===== config.mk =====
export PLATFORM = sky130hd
export DESIGN_NAME = ras_predecode
export DESIGN_NICKNAME = d
export VERILOG_FILES = /design/src/rtl/ras_predecode.sv
export SDC_FILE = /design/constraint.sdc
export NUM_CORES = 1
export LEC_CHECK = 0
export ABC_AREA = 1
export ABC_CLOCK_PERIOD_IN_PS = 2100
export BUFFER_PORTS_ARGS = -buffer_cell sky130_fd_sc_hd__buf_2
export CAP_MARGIN = 20
export CORE_MARGIN = 10
export CORE_UTILIZATION = 43
export DETAILED_ROUTE_END_ITERATION = 8
export PLACE_DENSITY = 0.77
export SLEW_MARGIN = 40
export SYNTH_ARGS = -nofsm -noshare
export SYNTH_HDL_FRONTEND = slang
export SYNTH_SLANG_ARGS = --single-unit

===== constraint.sdc =====
create_clock -name clk -period 2.1 [get_ports clk]
set_input_delay 0 -clock clk [delete_from_list [all_inputs] [get_ports clk]]
set_output_delay 0 -clock clk [all_outputs]
set_load 0.005 [all_outputs]

===== src/rtl/ras_predecode.sv =====
// ras_predecode: call/return predecoder feeding the return address stack.
// Classifies JAL/JALR/branches using the x1/x5 link-register rules and issues
// exactly one set of RAS push/pop/checkpoint controls per instruction.
// A pop-then-push (coroutine) JALR is split over two cycles by a small FSM.
// Optional feature macro: RAS_PREDECODE_RVC_EN enables compressed (RVC) decode.
module ras_predecode #(
    parameter int PC_BITS = 32
) (
    input  logic               clk,
    input  logic               rst,
    input  logic               must_flush,
    input  logic               in_valid,
    output logic               in_ready,
    input  logic [PC_BITS-1:0] in_pc,
    input  logic [31:0]        in_instr,
    output logic               out_valid,
    input  logic               out_ready,
    output logic [PC_BITS-1:0] out_pc,
    output logic [31:0]        out_instr,
    output logic               out_pred_valid,
    output logic [PC_BITS-1:0] out_pred_target,
    input  logic [PC_BITS-1:0] ras_top,
    input  logic               ras_empty,
    output logic               ras_push,
    output logic               ras_pop,
    output logic [PC_BITS-1:0] ras_new_entry,
    output logic               ras_is_branch
);

    typedef enum logic [1:0] {ST_EMPTY, ST_HOLD, ST_SWAP} state_t;
    typedef enum logic [2:0] {CL_NONE, CL_PUSH, CL_POP, CL_SWAP, CL_CKPT} cls_t;

    state_t             state;
    cls_t               cls_in;
    cls_t               cls_p1;
    logic               is_c_in;
    logic               is_c_p1;
    logic [PC_BITS-1:0] pc_p1;
    logic [31:0]        instr_p1;
    logic [PC_BITS-1:0] tgt_p1;
    logic               pvld_p1;
    logic               vld_p1;
    logic               kill;
    logic               fire;
    logic               accept;
    logic [6:0]         opcode;
    logic [4:0]         rd;
    logic [4:0]         rs1;
    logic [PC_BITS-1:0] link_step_p1;

    function automatic logic is_link(input logic [4:0] r);
        return (r == 5'd1) || (r == 5'd5);
    endfunction

    assign opcode = in_instr[6:0];
    assign rd     = in_instr[11:7];
    assign rs1    = in_instr[19:15];

    // Classify the incoming word so the class is stored alongside it at accept.
    always_comb begin
        cls_in  = CL_NONE;
        is_c_in = 1'b0;
        case (opcode)
            7'b1101111: if (is_link(rd)) cls_in = CL_PUSH;
            7'b1100111: begin
                if (is_link(rd) && is_link(rs1) && (rd != rs1)) cls_in = CL_SWAP;
                else if (is_link(rd))                         cls_in = CL_PUSH;
                else if (is_link(rs1))                        cls_in = CL_POP;
            end
            7'b1100011: cls_in = CL_CKPT;
            default: ;
        endcase
`ifdef RAS_PREDECODE_RVC_EN
        if (in_instr[1:0] != 2'b11) begin
            is_c_in = 1'b1;
            cls_in  = CL_NONE;
            if (in_instr[1:0] == 2'b01 && in_instr[15:13] == 3'b001) begin
                cls_in = CL_PUSH;
            end else if (in_instr[1:0] == 2'b01 && in_instr[15:14] == 2'b11) begin
                cls_in = CL_CKPT;
            end else if (in_instr[1:0] == 2'b10 && in_instr[6:2] == 5'd0 && rd != 5'd0) begin
                // rd field holds rs1 in CR-format jumps
                if (in_instr[15:12] == 4'b1000) begin
                    cls_in = is_link(rd) ? CL_POP : CL_NONE;
                end else if (in_instr[15:12] == 4'b1001) begin
                    cls_in = (rd == 5'd5) ? CL_SWAP : CL_PUSH;
                end
            end
        end
`endif
    end

    // Handshake and RAS command generation; rst/flush suppress everything.
    assign kill   = rst | must_flush;
    assign vld_p1 = (state == ST_HOLD);
    assign fire   = vld_p1 & out_ready;

    // Input readiness follows the FSM state, forced low in a reset/flush cycle.
    always_comb begin
        in_ready = 1'b0;
        if (!kill) begin
            case (state)
                ST_EMPTY: in_ready = 1'b1;
                ST_HOLD:  in_ready = out_ready;
                default:  in_ready = 1'b0;
            endcase
        end
    end

    assign accept        = in_valid & in_ready;
    assign out_valid     = vld_p1;
    assign ras_push      = fire & ~kill & ((cls_p1 == CL_PUSH) | (cls_p1 == CL_SWAP));
    assign ras_pop       = ~kill & ((state == ST_SWAP) | (fire & (cls_p1 == CL_POP)));
    assign ras_is_branch = fire & ~kill & (cls_p1 == CL_CKPT);

    assign out_pc        = vld_p1 ? pc_p1 : '0;
    assign out_instr     = vld_p1 ? instr_p1 : '0;
    assign link_step_p1  = is_c_p1 ? PC_BITS'(2) : PC_BITS'(4);
    assign ras_new_entry = vld_p1 ? (pc_p1 + link_step_p1) : '0;

    // Return prediction: live TOS for plain returns, captured TOS for swaps.
    always_comb begin
        out_pred_valid  = 1'b0;
        out_pred_target = '0;
        if (vld_p1) begin
            if (cls_p1 == CL_POP) begin
                out_pred_valid  = ~ras_empty;
                out_pred_target = ras_top;
            end else if (cls_p1 == CL_SWAP) begin
                out_pred_valid  = pvld_p1;
                out_pred_target = tgt_p1;
            end
        end
    end

    // FSM: EMPTY -> HOLD, or EMPTY -> SWAP -> HOLD for coroutine swaps.
    always_ff @(posedge clk) begin
        if (kill) begin
            state <= ST_EMPTY;
        end else begin
            case (state)
                ST_EMPTY: if (accept) state <= (cls_in == CL_SWAP) ? ST_SWAP : ST_HOLD;
                ST_SWAP:  state <= ST_HOLD;
                ST_HOLD: begin
                    if (fire) begin
                        if (accept) state <= (cls_in == CL_SWAP) ? ST_SWAP : ST_HOLD;
                        else        state <= ST_EMPTY;
                    end
                end
                default:  state <= ST_EMPTY;
            endcase
        end
    end

    // Output register stage p1: word, class and swap-captured prediction.
    always_ff @(posedge clk) begin
        if (accept) begin
            pc_p1    <= in_pc;
            instr_p1 <= in_instr;
            cls_p1   <= cls_in;
            is_c_p1  <= is_c_in;
        end
        if (state == ST_SWAP) begin
            tgt_p1  <= ras_top;
            pvld_p1 <= ~ras_empty;
        end
    end

endmodule


==> reports/summary.md <==
The flow ran to the end, and the final reports show no timing, DRC or antenna violations. The run gives 3.78 nW as the cell leakage power. Clock tree synthesis inserted a total of 9 buffers. The DRC violation count after routing is 0. For the final database, setup skew stands at 0.00982 ns.

The adder-cell share of the synthesized area is 0.00233. The switching power share of the total came out at 0.229. The clock-pin slew on the worst setup and hold paths was 0.08 ns; the count of boundary I/O pins was 236. The number of different library cells used by synthesis comes to 26.

In the routed layout, each cell is associated on average with a via count of 4.88. Traced cell by cell, the critical path runs through nand2_1 > nor2_1 > nand2_1 > nor2_2 > nand2_1 > nand2_1 > nand2_1 > nor2_1 > buf_2. Parity-gate share of the synthesized area counting xor and xnor cells: 0.00651. The total negative setup slack was 0 ns; the post-synth net total was 732. The tools report the number of cells produced by synthesis as 629. For the number of max-cap violations, the log shows 0. In this run the clock root is driven by a sky130_fd_sc_hd__clkbuf_16. The initial standard-cell utilization of the core was 0.444. The tools report the nature of the critical path endpoint as an output port. Buffers plus inverters on the worst setup path: 1. Summing all non-filler instances in the final layout gives an area of 8060 um2. After global routing the overflow that remains totals 0. The first global-routing pass estimated 28500 um of wire. The count of nets left with antenna violations once routing finished came out at 0. The kind of launch point of the worst setup path was a flip-flop. The iteration count of the initial detailed-routing pass came out at 8. At the pin with the least slew margin, the transition time is 0.452 ns.

The die covers 17400 um2. In this run, the number of DRC markers left after iteration 0 of detailed routing was 445. At the worst endpoint, the required time is 2.10 ns. Basic-gate share of the synthesized area counting and, or, nand and nor cells: 0.282. The worst-case setup margin in the final layout is 0.177 ns, and the total length of routed wires is 18400 um. Setup repair after global routing left no endpoint under its margin. Fraction of final layout cells with drive strength greater than 1: 0.327. The beginning of the critical path was pc_p1[7].

The final count of pins violating max slew is 0, and the H-tree depth is 3. The number of placement rows was 40. The combinational share of power is 0.098, and the area of placed instances is 6720 um2. TritonCTS built the clock tree. In the final routed layout, each cell accounts on average for 16.2 um. The chip width came out at 132 um. Number of nets at the end of the flow: 1066.

The most used flip-flop cell after synthesis is sky130_fd_sc_hd__edfxtp_1. Prior to clock tree synthesis, the placed netlist has a worst setup slack of 0.498 ns. Part of the total power dissipated in sequential elements: 0.512. The synthesized area divided by synthesized cell count came out at 8.55 um2.

During synthesis, Yosys emitted a total of 0 warnings. The min-delay analysis places its worst path in the category primary input to flip-flop. In this run the most critical hold path is launched from in_valid. The complex-gate fraction of the synthesized area is 0.0560, and the HPWL after detailed placement is 12700 um. The tools report the total standard cell area after synthesis as 5380 um2. The power density over cell area is 559 nW/um2, and the proportion of power drawn by the clock network is 0.391.

The tools report the insertion delay to the later sink of the worst-skew pair as 0.35 ns. Overall die height: 132 um. The worst register-to-register path begins at state[1].

For the number of antenna violations at the first check in global routing, the log shows 2. Relative to the synthesized area, the layout overhead comes to 49.8%. The proportion of synthesized flip-flops having asynchronous set or reset is 0, and the clock period minus final worst setup slack is 1.92 ns. For the headroom to the max-slew limit, the log shows 0.699. The cell family contributing the most delay on the critical path is simple AND/OR/NAND/NOR gates.

Counting flops and latches in the post-synthesis netlist gives 102. The tools report the overall fraction of global-route tracks in use as 0.202. The largest fanout on the critical path is 4, and the longest individual stage delay on the worst path is 0.43 ns. The part of the cycle the worst path needs works out to 0.916.

The dominant combinational cell family by area after synthesis is simple AND/OR/NAND/NOR gates. The routed layout has 5553 vias. The tools report the pin count of the biggest net entering global routing as 68. The final number of setup-violating endpoints is 0, and the final weighted congestion in routability-driven placement is 0.935.

The core utilization of the finished layout is 0.665. The number of buffers on the longest clock path is 2. In this run, synthesis inferred 100 flip-flops with an integrated enable.

For the number of global-route vias before repair, the log shows 5417. The proportion of synthesized chip area in sequential cells is 0.566. At the worst endpoint, the arrival time is 1.92 ns. The region available for standard cell placement spans 12100 um2. Cell internal power dissipation: 3.47 mW. For the total net switching power, the log shows 1.03 mW.

Across the VDD grid, the largest voltage drop is 572 uV. Count of final hold-check violations: 0. The clock net in this run drives a total of 102 sinks. The worst setup path is of the flip-flop to output port kind. The most numerous cell on the critical path is sky130_fd_sc_hd__nand2_1. The number of buffers added on ports is 235, and the proportion of synthesized area in mux cells is 0. For this design, the slowest cell found on the critical path is sky130_fd_sc_hd__edfxtp_1.

The upper clock frequency limit was 0.520 GHz.
[cells in the final DEF, fill, tap and decap left out, types with 3 or more instances in the layout]
master                          count
sky130_fd_sc_hd__nor2_2            15
sky130_fd_sc_hd__a21oi_1           22
sky130_fd_sc_hd__nand2_1          161
sky130_fd_sc_hd__nor2_1           137
sky130_fd_sc_hd__a21oi_2           19
sky130_fd_sc_hd__nor3_1             5
sky130_fd_sc_hd__nand3_1           22
sky130_fd_sc_hd__nand4_1            5
sky130_fd_sc_hd__clkbuf_16          9
sky130_fd_sc_hd__inv_6              4
sky130_fd_sc_hd__buf_4              9
sky130_fd_sc_hd__dlygate4sd3_1    100
sky130_fd_sc_hd__nand2_2           10
sky130_fd_sc_hd__buf_2            235
sky130_fd_sc_hd__edfxtp_1         100
sky130_fd_sc_hd__inv_2              3
sky130_fd_sc_hd__o21ai_0            5
sky130_fd_sc_hd__inv_1             87
sky130_fd_sc_hd__xor2_1             4
[layout make-up]
cell class,instances,area [um2]
fill,967,4050
sequential,102,3040
timing repair buffer,345,2260
multi-input combinational,413,1870
inverter,92,354
clock buffer,9,225
tap,168,210
clock inverter,7,88.8
antenna,2,5.00
[metrics by stage]
| step | hold slack [ns] | instances | power, mW |
|---|---|---|---|
| finish | 0.122 | 1138 | 4.51 |
| floorplan | 0.0989 | 629 | 2.47 |
| CTS | 0.114 | 1134 | 4.53 |
| global placement | 0.176 | 1018 | 2.62 |
| global route | 0.173 | 1138 | 4.66 |
| detailed placement | 0.178 | 1018 | 2.63 |
[layer usage]
metal  global-route usage  part of all wire  vias up
met5                    0                 0        -
met4               0.0593             0.023        0
met3               0.0709             0.090       31
met2                0.358              0.51      282
met1                0.223              0.37     2585
li1                     -                 -     2655
[power groups by stage]
| stage | Sequential (mW) | Clock [mW] | Combinational, mW |
|---|---|---|---|
| 2_1_floorplan | 2.35 | 0 | 0.123 |
| 3_3_place_gp | 2.35 | 0 | 0.273 |
| 3_5_place_dp | 2.35 | 0 | 0.282 |
| 4_1_cts | 2.31 | 1.80 | 0.428 |
| 5_1_grt | 2.31 | 1.87 | 0.482 |
| 6_report | 2.31 | 1.76 | 0.441 |
[synth_stat cells (3+ instances only)]
cell type / count / share of area
sky130_fd_sc_hd__buf_2: 12 / 0.011
sky130_fd_sc_hd__clkbuf_1: 4 / 0.0028
sky130_fd_sc_hd__nand4_1: 5 / 0.0058
sky130_fd_sc_hd__o21ai_0: 5 / 0.0047
sky130_fd_sc_hd__a21oi_2: 19 / 0.031
sky130_fd_sc_hd__a21oi_1: 22 / 0.020
sky130_fd_sc_hd__inv_2: 3 / 0.0021
sky130_fd_sc_hd__nand2_2: 10 / 0.012
sky130_fd_sc_hd__nor3_1: 5 / 0.0047
sky130_fd_sc_hd__inv_1: 89 / 0.062
sky130_fd_sc_hd__nor2_1: 138 / 0.096
sky130_fd_sc_hd__nand3_1: 22 / 0.020
sky130_fd_sc_hd__nor2_2: 14 / 0.016
sky130_fd_sc_hd__edfxtp_1: 100 / 0.56
sky130_fd_sc_hd__buf_6: 3 / 0.0063
sky130_fd_sc_hd__xor2_1: 4 / 0.0065
sky130_fd_sc_hd__nand2_1: 161 / 0.11
[state kept, by name (all words and copies together) (netlist names)]
signal and flops:
tgt_p1 32, pc_p1 32, cls_p1 3, pvld_p1 1, state 2, instr_p1 32
[worst min-delay path, stage by stage]
cell and delay [ns]:
sky130_fd_sc_hd__buf_2 0.10, sky130_fd_sc_hd__nand4_1 0.14, sky130_fd_sc_hd__nand2_1 0.09, sky130_fd_sc_hd__nand2_1 0.07, sky130_fd_sc_hd__nor2_1 0.04
[cell families (layout without fill, tap and decap cells)]
group	Yosys count	count (layout)
adder cells (fa/ha/maj)	1	1
buffers and inverters	114	453
other	0	2
AND/OR/NAND/NOR	362	362
XOR/XNOR	4	4
flip-flops	102	102
AO/OA/AOI/OAI	46	46
[timing repair]
| action | in CTS | in global routing |
|---|---|---|
| gates resized for setup | 0 | 1 |
| buffers inserted | 0 | 2 |
| hold buffers | 100 | 0 |
| hold endpoints to repair | 99 | 0 |
| setup endpoints to repair | 0 | 27 |
[worst paths after layout]
| check | slack, ns | depth (start not counted) | to |
|---|---|---|---|
| worst max-delay path | 0.18 | 9 | ras_new_entry[27] |
| worst min-delay path | 0.12 | 5 | state[1] |
| worst max register to register | 0.30 | 8 | state[0] |
| worst min register to register | 0.77 | 5 | state[1] |
Note: power is estimated with default switching activity, not from simulation.
